### src/rtl/push_btn_filter_pkg.sv
// Shared definitions for the PushBtn input path: default debounce sizing and
// the push_btn_filter state encodings.
package push_btn_filter_pkg;

  localparam int PUSH_BTN_DEFAULT_WAIT = 40000;
  localparam int PUSH_BTN_DEFAULT_SIZE = 16;

  typedef enum logic [2:0] {
    PushBtnFilter_State_Idle        = 3'd0,
    PushBtnFilter_State_PressWait   = 3'd1,
    PushBtnFilter_State_Pressed     = 3'd2,
    PushBtnFilter_State_ReleaseWait = 3'd3,
    PushBtnFilter_State_Error       = 3'd4
  } push_btn_filter_state_t;

endpackage

### src/rtl/push_btn_filter_if.sv
// Pin-to-peripheral link of one push button: raw pad level in, debounced
// press pulse and held level out.
interface push_btn_filter_if;
  logic button;
  logic button_pressed;
  logic button_held;

  // The board/peripheral side drives the pad and consumes the filtered outputs.
  modport master (output button, input button_pressed, input button_held);
  modport slave  (input button, output button_pressed, output button_held);
endinterface

### src/rtl/sync_2ff.sv
// Parameter-free two-flop synchroniser for asynchronous pad inputs
// (buttons, switches), with a synchronous active-high reset.
module sync_2ff (
  input  logic clock,
  input  logic reset,
  input  logic d,
  output logic q
);

  logic sync0;
  logic sync1;

  // NOTE: sequential state uses non-blocking assignments so both flops sample
  // their inputs from the same edge and form a true two-stage chain.
  always_ff @(posedge clock) begin
    if (reset) begin
      sync0 <= 1'b0;
      sync1 <= 1'b0;
    end else begin
      sync0 <= d;
      sync1 <= sync0;
    end
  end

  assign q = sync1;

endmodule

### src/rtl/push_btn_filter.sv
// Synchronises and debounces one raw push button; emits a one-cycle pulse per
// accepted press and a level while the button is considered down.
module push_btn_filter
  import push_btn_filter_pkg::*;
#(
  parameter int Wait = PUSH_BTN_DEFAULT_WAIT,
  parameter int Size = PUSH_BTN_DEFAULT_SIZE
) (
  input  logic              clock,
  input  logic              reset,
  push_btn_filter_if.slave  bus
);

  localparam logic [Size-1:0] CNT_LAST = Size'(Wait - 1);

  logic                   sync1;
  push_btn_filter_state_t state;
  logic [Size-1:0]        cnt;
  logic                   pressed_q;
  logic                   held_q;

  sync_2ff u_sync (
    .clock (clock),
    .reset (reset),
    .d     (bus.button),
    .q     (sync1)
  );

  // Outputs are registered and updated together with the state they describe,
  // so held_q always equals (state is Pressed or ReleaseWait).
  always_ff @(posedge clock) begin
    if (reset) begin
      state     <= PushBtnFilter_State_Idle;
      cnt       <= '0;
      pressed_q <= 1'b0;
      held_q    <= 1'b0;
    end else begin
      pressed_q <= 1'b0;
      case (state)
        PushBtnFilter_State_Idle: begin
          held_q <= 1'b0;
          if (sync1) begin
            state <= PushBtnFilter_State_PressWait;
            cnt   <= '0;
          end
        end
        PushBtnFilter_State_PressWait: begin
          if (!sync1) begin
            state <= PushBtnFilter_State_Idle;
            cnt   <= '0;
          end else if (cnt == CNT_LAST) begin
            state     <= PushBtnFilter_State_Pressed;
            cnt       <= '0;
            pressed_q <= 1'b1;
            held_q    <= 1'b1;
          end else begin
            cnt <= cnt + 1'b1;
          end
        end
        PushBtnFilter_State_Pressed: begin
          held_q <= 1'b1;
          if (!sync1) begin
            state <= PushBtnFilter_State_ReleaseWait;
            cnt   <= '0;
          end
        end
        PushBtnFilter_State_ReleaseWait: begin
          if (sync1) begin
            state <= PushBtnFilter_State_Pressed;
            cnt   <= '0;
          end else if (cnt == CNT_LAST) begin
            state  <= PushBtnFilter_State_Idle;
            cnt    <= '0;
            held_q <= 1'b0;
          end else begin
            cnt <= cnt + 1'b1;
          end
        end
        PushBtnFilter_State_Error: begin
          held_q <= 1'b0;
        end
        default: begin
          // Corrupted encoding: park in the sticky Error state with outputs low.
          state  <= PushBtnFilter_State_Error;
          held_q <= 1'b0;
        end
      endcase
    end
  end

  assign bus.button_pressed = pressed_q;
  assign bus.button_held    = held_q;

endmodule
### src/flat_wrapper.sv
// flat-port wrapper written by rule: the top's interface ports become plain ports
module push_btn_filter_flat import push_btn_filter_pkg::*;
#(
  parameter int Wait = PUSH_BTN_DEFAULT_WAIT,
  parameter int Size = PUSH_BTN_DEFAULT_SIZE
)
  (clock, reset, bus_button, bus_button_pressed, bus_button_held);
  push_btn_filter_if bus_i ();
  input  logic clock;
  input  logic reset;
  input wire logic [$bits(bus_i.button)-1:0] bus_button;
  output wire logic [$bits(bus_i.button_pressed)-1:0] bus_button_pressed;
  output wire logic [$bits(bus_i.button_held)-1:0] bus_button_held;
  assign bus_i.button = bus_button;
  assign bus_button_pressed = bus_i.button_pressed;
  assign bus_button_held = bus_i.button_held;
  push_btn_filter #(.Wait(Wait), .Size(Size)) u_core (.clock(clock), .reset(reset), .bus(bus_i));
endmodule
### config.mk
export PLATFORM = sky130hd
export DESIGN_NAME = push_btn_filter_flat
export DESIGN_NICKNAME = d
export VERILOG_FILES = /design/src/rtl/push_btn_filter_pkg.sv /design/src/rtl/push_btn_filter_if.sv /design/src/rtl/sync_2ff.sv /design/src/rtl/push_btn_filter.sv /design/src/flat_wrapper.sv
export SDC_FILE = /design/constraint.sdc
export NUM_CORES = 1
export LEC_CHECK = 0
export ABC_AREA = 1
export BUFFER_PORTS_ARGS = -buffer_cell sky130_fd_sc_hd__buf_2
export CAP_MARGIN = 15
export CORE_UTILIZATION = 50
export CTS_BUF_LIST = sky130_fd_sc_hd__clkbuf_16
export DETAILED_ROUTE_END_ITERATION = 16
export MAX_ROUTING_LAYER = met4
export PLACE_DENSITY = 0.7
export SLEW_MARGIN = 20
export SYNTH_ARGS = -nofsm -noshare
export SYNTH_HDL_FRONTEND = slang
export SYNTH_HIERARCHICAL = 1
export SYNTH_SLANG_ARGS = --single-unit
export TNS_END_PERCENT = 5
### constraint.sdc
create_clock -name clock -period 3.4 [get_ports clock]
set_input_delay 0 -clock clock [delete_from_list [all_inputs] [get_ports clock]]
set_output_delay 0 -clock clock [all_outputs]
set_load 0.05 [all_outputs]
; Word level (Yosys, flattened, before mapping)
; Index checks and enable logic that the tools add are counted.
; W data, S select, Z words.
[classes]
add_sub_neg = 1
n_eq_ne = 13
mux = 19
bitwise = 3
reduce_logical = 6
[ops]
columns = cell, count
row1 = $mux W16, 5
row2 = $pmux W16 S4, 1
row3 = $mux W3, 6
row4 = $add A16 B1 Y16 const B, 1
row5 = $eq A16 B16 Y1 const B, 1
row6 = $pmux W3 S5, 1
row7 = $ne A2 B2 Y1 const B, 4
row8 = $eq A3 B2 Y1 const B, 2
row9 = $ne A3 B2 Y1 const B, 2
row10 = $mux W1, 5
row11 = $reduce_and A5 Y1, 1
row12 = $ne A2 B1 Y1 const B, 2
row13 = $reduce_and A4 Y1, 1
row14 = $reduce_bool A4 Y1, 1
row15 = $eq A3 B1 Y1 const B, 1
row16 = $eq A3 B3 Y1 const B, 1
row17 = $logic_not A3 Y1, 1
row18 = $not A1 Y1, 3
row19 = $pmux W1 S3, 1
row20 = $reduce_and A3 Y1, 1
row21 = $reduce_or A3 Y1, 1
[totals]
register_bits = 23
inputBits = 3
out_inout_bits = 2
wordCells = 48

; Depth between registers and ports, before layout
; Gate-level depths: netlist of run 1.
[depth]
depth_word = 4
mapped_depth = 10

; By module
; Netlist of run 1, hierarchy kept.
[by_module_without_submodules]
columns = mod, n_inst, cells_per_inst, area_each_um2, seq_area_each_um2
row1 = push_btn_filter, 1, 209, 1356.3, 420.4
row2 = sync_2ff, 1, 6, 55.1, 40.0

; Least setup slack after synthesis of run 1
; Ideal clock, no wire load.
[synth_path]
kind = reg2reg
startpoint = reg u_core.cnt[0]
endpoint = reg u_core.cnt[6]
setup_ns = 0.117
t_arrival_ns = 1.283
path_slack_ns = 2.000
stages_incl_launch_ff = 9
path_buffers = 0
synth_period_minus_slack_ns = 1.400
cell_sequence = dfxtp_1 -> ha_1 -> nand3_1 -> nor2_4 -> nand3_4 -> nand2_4 -> nand2_4 -> nand2_4 -> nor2_2
[synth_via]
elab_chain_cells = 4
[synth_rtl]
columns = item, line_no
row1 = start: declaration, push_btn_filter.sv:18  ; logic [Size-1:0] cnt;
row2 = start signal: assignment, push_btn_filter.sv:57  ; cnt <= cnt + 1'b1;
row3 = start signal: assignment, push_btn_filter.sv:76  ; cnt <= cnt + 1'b1;
row4 = $add A16 B1 Y16 / $eq A16 B16 Y1 (equally long branches), --
row5 = $mux W16 (*), "push_btn_filter.sv:51, push_btn_filter.sv:71"
row6 = "$mux W16, on equally long branches", "push_btn_filter.sv:68, push_btn_filter.sv:48"
row7 = $pmux W16 S4 (*), push_btn_filter.sv:39  ; case (state)
; Mark *: on every way between the ends. The rest lies on a longest branch, timed or not.
; A chain may end at the register's enable or synchronous reset.

; Worst setup path after layout of run 1
[layout_path]
startpoint = reg u_core.cnt[0]
endpoint = reg u_core.cnt[11]
; Same word-level chain as after synthesis.

==> results of run 1 <==
==> cell families (layout without fill, tap and decap cells) <==
| logic type | Yosys count | after routing | share of synthesized area, % |
|---|---|---|---|
| and+or+nand+nor | 131 | 131 | 45.3 |
| buffers and inverters | 37 | 45 | 11.1 |
| DFF | 23 | 23 | 32.6 |
| AOI/OAI and AO/OA | 20 | 20 | 8.24 |
| xor gates and xnor gates | 3 | 3 | 1.86 |
| adders and majority gates | 1 | 1 | 0.886 |
==> synth_stat cells <==
cell and instances:
nand2_1 56, nor2_1 32, inv_1 28, dfxtp_1 23
nand3_1 16, nor2_2 11, a21oi_1 9, inv_2 5
o21ai_0 5, nand2_4 4, nand4_1 4, a21oi_2 3
xor2_1 3, clkinv_1 2, nor2_4 2, buf_12 1
clkinv_2 1, ha_1 1, nand2_2 1, nand2_8 1
nand3_4 1, nand3b_1 1, nor3_2 1, nor4_1 1
o211ai_1 1, o21ai_1 1, o31ai_1 1
==> path summary, 6_finish.rpt <==
check / start / endpoint / slack (ns) / depth (start not counted)
worst max-delay path: u_core/cnt[0] / u_core/cnt[11] / 1.84 / 8
worst min-delay path: reset / u_core/cnt[14] / 0.04 / 2
worst max register to register: u_core/cnt[0] / u_core/cnt[11] / 1.84 / 8
worst min register to register: u_core/u_sync/sync0 / u_core/u_sync/q / 0.40 / 2
==> sequential cells by signal (all words and copies together) (netlist names) <==
signal / cells
u_core/bus.button_held: 1
u_core/bus.button_pressed: 1
u_core/cnt: 16
u_core/state: 3
u_core/u_sync/q: 1
u_core/u_sync/sync0: 1
==> through the flow <==
| step | setup slack [ns] | util (%) | hold slack (ns) |
|---|---|---|---|
| floorplan | 2.00 | - | 0.0691 |
| CTS | 1.83 | 59.9 | 0.0399 |
| finish | 1.84 | 59.9 | 0.0435 |
| detailed placement | 1.84 | 56.4 | 0.227 |
| global route | 1.71 | 59.9 | 0.0568 |
| global placement | 1.91 | 56.4 | 0.214 |
==> cells in the final DEF (no fill, tap or decap), types with 4 or more instances in the layout <==
cell and n:
nand2_1 56, nor2_1 32, inv_1 28, dfxtp_1 23
nand3_1 16, nor2_2 11, a21oi_1 9, inv_2 5
o21ai_0 5, buf_2 4, nand2_4 4, nand4_1 4
==> power by group through the flow <==
stage          registers (mW)  clock network, mW  logic, mW
6_report                0.314              0.256      0.281
5_1_grt                 0.317              0.270      0.321
4_1_cts                 0.314              0.261      0.282
3_5_place_dp            0.320                  0      0.280
3_3_place_gp            0.318                  0      0.277
2_1_floorplan           0.337                  0      0.239
==> cell type report <==
class,count,area (um2)
Clock inverter,1,5.00
Sequential cell,23,460
Tap cell,30,37.5
Multi-Input combinational cell,155,795
Clock buffer,3,75.1
Fill cell,260,1030
Inverter,36,136
Timing Repair Buffer,5,30.0
==> layer usage <==
metal  routed length, um  vias to the layer above
li1                    -                      685
met1                1420                      578
met2                1340                       27
met3                  89                        4
met4                  36                        0
met5                   0                        -
==> repair_timing <==
| item | CTS | global route |
|---|---|---|
| setup buffers | 0 | 0 |
| hold buffers | 1 | 0 |
| endpoints found under the hold margin | 1 | 0 |
==> results by group, run 1 <==
STA
  – Fin. max-slew vios: 0
  – RSZ-0062 raised after global routing: no
  – Fin crit period: 1.56 ns
  – Tightest Pin Transition: 0.313 ns
  – Sum of negative setup slack: 0 ns
  – Final Setup Violations: 0
  – Rel. slew slack: 79.1%
  – Maximum clock rate: 639 MHz
  – Final Hold Viols: 0
  – Worst Skew: 0.00164 ns
  – Fin crit share: 46.0%

Job
  – Max Cap Violations: 0

Floorplanning
  – Die ar.: 3040 um2
  – Initial Util: 55.0%
  – # rows: 18
  – CORE AREA: 2570 um2
  – I/O pins: 5
  – Die X: 55.1 um
  – Die height: 55.1 um

Synthesis
  – Yosys cell types: 27
  – Mapped Area: 1410 um2
  – Cell taking the most area after synthesis: dfxtp_1
  – Synthesized net count: 219
  – Synth top area cells: dfxtp_1, nand2_1, nor2_1
  – Synthesized instance count: 215
  – Post-synthesis register bit count: 23
  – Number of synthesis warnings: 6
  – Synth top area share: 32.6%
  – Seq/Total Area, Yosys: 32.6%
  – Syn avg cell area: 6.56 um2

Clock tree
  – Clk_lat worst skew: 0.25 ns
  – Clock sink total: 23
  – Max H-tree Level: 1
  – Clk buf depth: 2
  – CTS Buf Count: 3
  – Root buffer cell: clkbuf_16
  – Post-CTS sizing: 0
  – CTS tree: built
  – Worst-path clk slew: 0.06 ns

Critical path
  – Critical Path Fanout Max: 8
  – Data arrival time of the worst path: 1.71 ns
  – Critical path class: reg2reg
  – Most numerous cell on the critical path: nand2_4
  – Worst path cell trace: ha_1 -> nand3_1 -> nor2_4 -> nand3_4 -> nand2_4 -> nand2_4 -> nand2_4 -> nor2_2
  – CP required: 3.55 ns
  – Delay-heaviest family, CP: simple AND/OR/NAND/NOR gates
  – CP Launch Type: register
  – Max stage delay on crit path: 0.37 ns
  – CP Capture Type: register
  – Slowest CP cell: dfxtp_1
  – Crit path buf inv count: 0

Power
  – Total leakage power: 0.630 nW
  – Sw Share: 36.8%
  – Sequential share of power: 36.9%
  – Psw: 314 uW
  – Total Power: 851 uW
  – Clock share of power: 30.1%
  – PD cells: 553 nW/um2
  – Share of total power in combinational logic: 33.1%
  – Internal: 538 uW
  – Peak VDD IR: 485 uV

Finish
  – Final instance area: 1540 um2
  – ANT cells: 0
  – Fraction of layout cells with a size suffix above 1: 17.0%
  – Area Growth Syn to Fin: 9.04%
  – Final Non-Filler Cells: 253
  – Nets: 228

Drt
  – DR DRC count: 0
  – Total wire length: 2900 um
  – Vias per cell: 5.11
  – Violation count after the first detailed-routing iteration: 39
  – Via count: 1,294
  – Drt first pass iters: 4
  – Routed WL per cell: 11.4 um
  – Antenna Nets Post-Route: 0

Status
  – Status: completed

Global routing
  – GRT met2 Usage: 38.0%
  – GR Overflow Total: 0
  – GR Layer Usage met1: 29.0%
  – Vias in the first global route: 1,137
  – Total Routing Usage GR: 23.1%
  – GRT met3 Usage: 3.28%
  – Most Used Layer, Global Route: met2
  – Initial antenna violation count: 0
  – First-pass GRT wire length: 4850 um
  – Largest net degree at the start of global routing: 17

Place
  – Placed cell count: 248
  – Routability Congestion: 0.923
  – # port buffers: 4
  – Placed instance area: 1450 um2
  – Final HPWL DP: 2180 um

Hold path
  – Hold Path Class: in2reg
(Power assumes the default switching activity.)
==> run 2: changes to the inputs <==
--- a/config.mk
+++ b/config.mk
@@ -5,14 +5,14 @@
 export SDC_FILE = /design/constraint.sdc
 export NUM_CORES = 1
 export LEC_CHECK = 0
-export ABC_AREA = 1
+export ABC_AREA = 0
 export BUFFER_PORTS_ARGS = -buffer_cell sky130_fd_sc_hd__buf_2
 export CAP_MARGIN = 15
 export CORE_UTILIZATION = 50
 export CTS_BUF_LIST = sky130_fd_sc_hd__clkbuf_16
 export DETAILED_ROUTE_END_ITERATION = 16
 export MAX_ROUTING_LAYER = met4
-export PLACE_DENSITY = 0.7
+export PLACE_DENSITY = 0.72
 export SLEW_MARGIN = 20
 export SYNTH_ARGS = -nofsm -noshare
 export SYNTH_HDL_FRONTEND = slang
==> constraint.sdc (replaced) <==
create_clock -name clock -period 1.3 [get_ports clock]
set_input_delay 0 -clock clock [delete_from_list [all_inputs] [get_ports clock]]
set_output_delay 0 -clock clock [all_outputs]
set_load 0.05 [all_outputs]
==> results by group, run 2 <==
Synthesis
  – Yosys cell types: 35 (+30%)
  – Syn avg cell area: 7.96 um2 (+21%)
  – Cell taking the most area after synthesis: dfxtp_1
  – Post-synthesis register bit count: 23 (unchanged)
  – Seq/Total Area, Yosys: 41.0% (+8.4 points)
  – Post-synth EDFFs: 0 (unchanged)
  – Number of synthesis warnings: 6 (unchanged)
  – Count leader, synth: dfxtp_1
  – Synthesized net count: 145 (-34%)
  – Main flop type after synthesis: dfxtp_1
  – Synthesized instance count: 141 (-34%)
  – Share of flip-flops with an asynchronous set or reset: 0% (unchanged)
  – Synth top area cells: dfxtp_1, nand3_1, o21ai_0
  – Synth top area share: 41.0% (+8.4 points)
  – Mapped Area: 1120 um2 (-20%)
  – Most common library cells after synthesis: dfxtp_1, nand3_1, nand2_1

Critical path
  – Worst path cell trace: buf_6 -> or4_4 -> nor3_4 -> nand4_1 -> a32oi_1 -> nor2_1
  – Critical Path Fanout Max: 2 (-6)
  – Critical path class: reg2reg
  – Data arrival time of the worst path: 1.93 ns (+0.22 ns)
  – Slowest CP cell: or4_4
  – Delay-heaviest family, CP: simple AND/OR/NAND/NOR gates
  – Crit path buf inv count: 1 (+1)
  – CP required: 1.44 ns (-2.11 ns)
  – CP Capture Type: register
  – Max stage delay on crit path: 0.54 ns (+0.17 ns)
  – R2R setup slack: -0.49 ns (-2.32 ns)
  – CP Launch Type: register

Global routing
  – GRT met2 Usage: 55.7% (+18 points)
  – Total Routing Usage GR: 32.3% (+9.2 points)
  – Initial antenna violation count: 0 (unchanged)
  – GR Overflow Total: 0 (unchanged)
  – Most Used Layer, Global Route: met2
  – GR Layer Usage met1: 37.8% (+8.8 points)
  – Vias in the first global route: 1,262 (+11%)
  – GRT met3 Usage: 5.92% (+2.6 points)
  – Largest net degree at the start of global routing: 14 (-3)
  – First-pass GRT wire length: 5780 um (+19%)

Place
  – Final HPWL DP: 2090 um (-3.8%)
  – # port buffers: 4 (unchanged)
  – Routability Congestion: 0.849 (-8.1%)
  – Pre-CTS WS: -0.484 ns (-2.33 ns)

Clock tree
  – Clk_lat worst skew: 0.25 ns (about the same)
  – Worst-path clk slew: 0.06 ns (about the same)
  – CTS tree: built
  – Clock sink total: 23 (unchanged)
  – Max H-tree Level: 1 (unchanged)
  – Root buffer cell: clkbuf_16
  – CTS Buf Count: 3 (unchanged)
  – Clk buf depth: 2 (unchanged)

Finish
  – Commonest cells after routing, fill and taps aside: buf_4, dfxtp_1, nand2_1, nand3_1, nor2_1
  – Area Growth Syn to Fin: 51.2%
  – Fraction of layout cells with a size suffix above 1: 41.9% (+25 points)
  – ANT cells: 0 (unchanged)
  – Max reg flops: 16 (unchanged)
  – Most common cell after layout, fill and taps aside: buf_4
  – Top reg by flops: u_core/cnt
  – Nets: 196 (-14%)
  – Regs by FF count: u_core/cnt: 16 flops, u_core/state: 3 flops

STA
  – Final Setup Violations: 20 (+20)
  – Post-route setup slack: -0.489 ns (-2.32 ns)
  – Rel. slew slack: 69.7% (-9.5 points)
  – Fin crit period: 1.79 ns (+0.225 ns)
  – Fin crit share: 138% (+92 points)
  – Fin. max-slew vios: 0 (unchanged)
  – Tightest Pin Transition: 0.454 ns (+0.141 ns)
  – WHS: 0.0642 ns (+0.0208 ns)
  – RSZ-0062 raised after global routing: yes
  – Worst Skew: 0.00147 ns (-0.000172 ns)
  – Final Hold Viols: 0 (unchanged)
  – Maximum clock rate: 559 MHz (-13%)

Floorplanning
  – I/O pins: 5 (unchanged)
  – CORE AREA: 2040 um2 (-20%)
  – Die height: 49.4 um (-10%)
  – Initial Util: 55.0% (about the same)
  – Die ar.: 2440 um2 (-20%)
  – # rows: 16 (-2)
  – Die X: 49.4 um (-10%)

Drt
  – Violation count after the first detailed-routing iteration: 92 (+140%)
  – DR DRC count: 0 (unchanged)
  – Routed WL per cell: 16.3 um (+42%)
  – Antenna Nets Post-Route: 0 (unchanged)
  – Via count: 1,316 (+1.7%)
  – Drt first pass iters: 4 (unchanged)
  – Vias per cell: 6.04 (+18%)
  – Total wire length: 3550 um (+22%)

Job
  – Max Cap Violations: 0 (unchanged)

Status
  – Status: finished, violations left
  – Failing checks: negative setup slack

Hold path
  – Hold Path Class: in2reg

Power
  – PD cells: 851 nW/um2 (+54%)
  – Total leakage power: 0.683 nW (+8.4%)
  – Peak VDD IR: 655 uV (+35%)
[run 2: cell count changes in the layout (fill, tap and decap cells not counted), moves of 5 or more]
cell     previous run  this run
buf_4               0        42
nand2_1            56        15
inv_1              28         6
nor2_1             32        11
nor2_2             11         1
a21oi_1             9         3
dfxtp_1            23        17
or3_1               0         6
dfxtp_2             0         5
inv_2               5         0
[run 2: worst paths after layout]
path                                          start         endpoint  depth (start not counted)
worst max-delay path                 u_core/cnt[13]    u_core/cnt[1]                          6
worst min register to register  u_core/u_sync/sync0  u_core/u_sync/q                          1
worst max register to register       u_core/cnt[13]    u_core/cnt[1]                          6
worst min-delay path                          reset    u_core/cnt[1]                          3
[run 2: what timing repair did]
action / 4_1_cts / 5_1_grt
setup endpoints to repair: 20 / 20
buffers inserted: 3 / 0
gates resized for setup: 15 / 9
hold endpoints to repair: 1 / 0
hold buffers: 1 / 0
pin swaps: 14 / 1
[run 2: layout make-up]
| cell class | count | area (um2) |
|---|---|---|
| Clock buffer | 3 | 75.1 |
| Clock inverter | 1 | 5.00 |
| Fill cell | 123 | 345 |
| Inverter | 6 | 22.5 |
| Multi-Input combinational cell | 109 | 722 |
| Sequential cell | 23 | 470 |
| Tap cell | 27 | 33.8 |
| Timing Repair Buffer | 49 | 368 |
[run 2: cell families (layout without fill, tap and decap cells)]
| kind of cell | count (synthesis) | count (layout) | share of synthesized area (%) |
|---|---|---|---|
| xor gates and xnor gates | 3 | 3 | 3.01 |
| and+or+nand+nor | 75 | 75 | 35.7 |
| adders and majority gates | 1 | 1 | 1.11 |
| DFF | 23 | 23 | 41.0 |
| buffers and inverters | 9 | 59 | 3.12 |
| muxes | 1 | 1 | 0.892 |
| AOI/OAI and AO/OA | 29 | 29 | 15.2 |
[run 2: layer usage]
| layer | wire length, um | up-vias |
|---|---|---|
| li1 | - | 613 |
| met1 | 1470 | 634 |
| met2 | 1790 | 49 |
| met3 | 184 | 20 |
| met4 | 103 | 0 |
| met5 | 0 | - |
[run 2: power by group]
part	leakage (nW)	internal, mW	switching (mW)
clock	0.0409	0.414	0.261
sequential	0.189	0.706	0.00252
combinational	0.453	0.0271	0.0329
[run 2: stage by stage]
step | power (mW) | TNS [ns] | instances | instance area (um2) | util [%]
4_1_cts | 1.44 | -5.82 | 218 | 1660 | 81.4
3_5_place_dp | 0.777 | -7.75 | 210 | 1500 | 73.4
5_1_grt | 1.49 | -7.77 | 218 | 1700 | 83.1
6_report | 1.44 | -6.43 | 218 | 1700 | 83.1
2_1_floorplan | 0.752 | -6.20 | 141 | 1160 | -
3_3_place_gp | 0.775 | -7.15 | 210 | 1500 | 73.4
[run 2: tightest hold or removal path, delay by kind of cell]
kind,cells,cell delay [ns]
buffers and inverters,2,0.24
and+or+nand+nor,1,0.05
==> run 3: changes to the inputs <==
--- a/config.mk
+++ b/config.mk
@@ -9,7 +9,6 @@
 export BUFFER_PORTS_ARGS = -buffer_cell sky130_fd_sc_hd__buf_2
 export CAP_MARGIN = 15
 export CORE_UTILIZATION = 50
-export CTS_BUF_LIST = sky130_fd_sc_hd__clkbuf_16
 export DETAILED_ROUTE_END_ITERATION = 16
 export MAX_ROUTING_LAYER = met4
 export PLACE_DENSITY = 0.72
==> results by group, run 3 (same netlist as run 2, synthesis figures left out) <==
Critical path
  – CP Capture Type: register
  – Critical Path Fanout Max: 3 (+1)
  – Critical path class: reg2reg
  – CP Launch Type: register
  – CP required: 1.53 ns (+0.09 ns)
  – Slowest CP cell: or4b_4
  – Setup crit start: u_core/cnt[13]
  – Crit path buf inv count: 1 (unchanged)
  – Max stage delay on crit path: 0.55 ns (about the same)
  – Worst path cell trace: or4b_4 -> nor3_4 -> buf_4 -> a31o_4 -> a21oi_1 -> a311oi_1
  – Data arrival time of the worst path: 1.93 ns (about the same)
  – Worst r2r src: u_core/cnt[13]
  – Delay-heaviest family, CP: simple AND/OR/NAND/NOR gates

STA
  – Tightest Pin Transition: 0.436 ns (-0.0183 ns)
  – Fin crit period: 1.70 ns (-0.0898 ns)
  – Rel. slew slack: 70.9% (+1.2 points)
  – Maximum clock rate: 588 MHz (+5.3%)
  – Final Setup Violations: 20 (unchanged)
  – Fin crit share: 131% (-6.9 points)
  – Final Hold Viols: 0 (unchanged)
  – Sum of negative setup slack: -6.33 ns (+0.100 ns)
  – RSZ-0062 raised after global routing: yes
  – WHS: 0.474 ns (+0.410 ns)
  – Worst Skew: 0.00164 ns (+0.000173 ns)
  – Fin. max-slew vios: 0 (unchanged)
  – Post-route setup slack: -0.400 ns (+0.0898 ns)

Global routing
  – Largest net degree at the start of global routing: 14 (unchanged)
  – Most Used Layer, Global Route: met2
  – Vias in the first global route: 1,224 (-3.0%)
  – First-pass GRT wire length: 5460 um (-5.5%)
  – GRT met3 Usage: 3.74% (-2.2 points)
  – Total Routing Usage GR: 30.4% (-1.9 points)
  – Initial antenna violation count: 0 (unchanged)
  – GR Overflow Total: 0 (unchanged)
  – GRT met2 Usage: 52.7% (-3.0 points)
  – GR Layer Usage met1: 36.0% (-1.7 points)

Place
  – Pre-CTS WS: -0.484 ns (unchanged)
  – # port buffers: 4 (unchanged)
  – Routability Congestion: 0.849 (unchanged)
  – Final HPWL DP: 2090 um (unchanged)

Power
  – Total leakage power: 0.673 nW (-1.5%)
  – Peak VDD IR: 614 uV (-6.4%)
  – Total Power: 1.11 mW (-23%)
  – PD cells: 669 nW/um2 (-21%)

Finish
  – ANT cells: 0 (unchanged)
  – Commonest cells after routing, fill and taps aside: buf_4, dfxtp_1, nand2_1, nand3_1, nor2_1
  – Regs by FF count: u_core/cnt: 16 flops, u_core/state: 3 flops
  – Max reg flops: 16 (unchanged)
  – Most common cell after layout, fill and taps aside: buf_4
  – Nets: 198 (+1.0%)
  – Top reg by flops: u_core/cnt
  – Area Growth Syn to Fin: 47.6%
  – Fraction of layout cells with a size suffix above 1: 39.9% (-2.0 points)

Clock tree
  – CTS Buf Count: 3 (unchanged)
  – Clock sink total: 23 (unchanged)
  – Worst-path clk slew: 0.13 ns (+0.07 ns)
  – CTS tree: built
  – Max H-tree Level: 1 (unchanged)
  – Clk buf depth: 2 (unchanged)
  – Clk_lat worst skew: 0.31 ns (+0.06 ns)
  – Root buffer cell: clkbuf_4

Floorplanning
  – CORE AREA: 2040 um2 (unchanged)
  – # rows: 16 (unchanged)
  – Die height: 49.4 um (unchanged)
  – Die X: 49.4 um (unchanged)
  – I/O pins: 5 (unchanged)
  – Die ar.: 2440 um2 (unchanged)
  – Initial Util: 55.0% (unchanged)

Drt
  – Violation count after the first detailed-routing iteration: 58 (-37%)
  – Antenna Nets Post-Route: 0 (unchanged)
  – Routed WL per cell: 14.4 um (-11%)
  – DR DRC count: 0 (unchanged)
  – Vias per cell: 5.81 (-3.8%)
  – Via count: 1,278 (-2.9%)
  – Drt first pass iters: 5 (+1)
  – Total wire length: 3180 um (-10%)

Hold path
  – Hold Path Class: reg2reg
  – Hold Crit Start: u_core/u_sync/sync0

Job
  – Max Cap Violations: 0 (unchanged)

Status
  – Status: finished, violations left
  – Failing checks: negative setup slack
-- run 3: changes by cell type in the layout (fill, tap and decap cells not counted), sizes merged --
cell         change
dlygate4sd3      +2
-- run 3: through the flow --
stage	instances	area [um2]	utilization (%)
final	220	1660	81.1
after global routing	220	1660	81.1
after CTS	220	1630	79.8
after detailed placement	210	1500	73.4
after global placement	210	1500	73.4
after floorplan	141	1160	-
-- run 3: final cells by class --
| class | count | area [um2] |
|---|---|---|
| tap | 27 | 33.8 |
| clock buffer | 3 | 22.5 |
| inverter | 6 | 22.5 |
| fill | 132 | 385 |
| sequential | 23 | 469 |
| multi-input combinational | 109 | 716 |
| timing repair buffer | 51 | 388 |
| clock inverter | 1 | 5.00 |
-- run 3: power breakdown --
| part | internal, mW | leakage (nW) | switching, mW | total [mW] |
|---|---|---|---|---|
| clock network | 0.115 | 0.0177 | 0.219 | 0.334 |
| logic | 0.0308 | 0.466 | 0.0337 | 0.0645 |
| registers | 0.706 | 0.189 | 0.00247 | 0.709 |
| total | 0.852 | 0.673 | 0.255 | 1.11 |
-- run 3: final timing paths --
kind / end / slack, ns / cells past startpoint
worst max-delay path: u_core/bus.button_held / -0.40 / 6
worst min-delay path: u_core/u_sync/q / 0.47 / 1
worst max register to register: u_core/bus.button_held / -0.40 / 6
worst min register to register: u_core/u_sync/q / 0.47 / 1
-- run 3: per-layer routing --
| metal | routed length, um | share of wire, % | vias to the layer above |
|---|---|---|---|
| li1 | - | - | 615 |
| met5 | 0 | 0 | - |
| met4 | 48 | 1.5 | 0 |
| met1 | 1400 | 44 | 625 |
| met2 | 1590 | 50 | 30 |
| met3 | 135 | 4.2 | 8 |
-- run 3: what timing repair did --
item | 4_1_cts | 5_1_grt
hold endpoints to repair | 7 | 0
setup buffers | 3 | 0
pin swaps | 15 | 0
hold buffers | 3 | 0
setup endpoints to repair | 20 | 21
gates resized for setup | 15 | 6
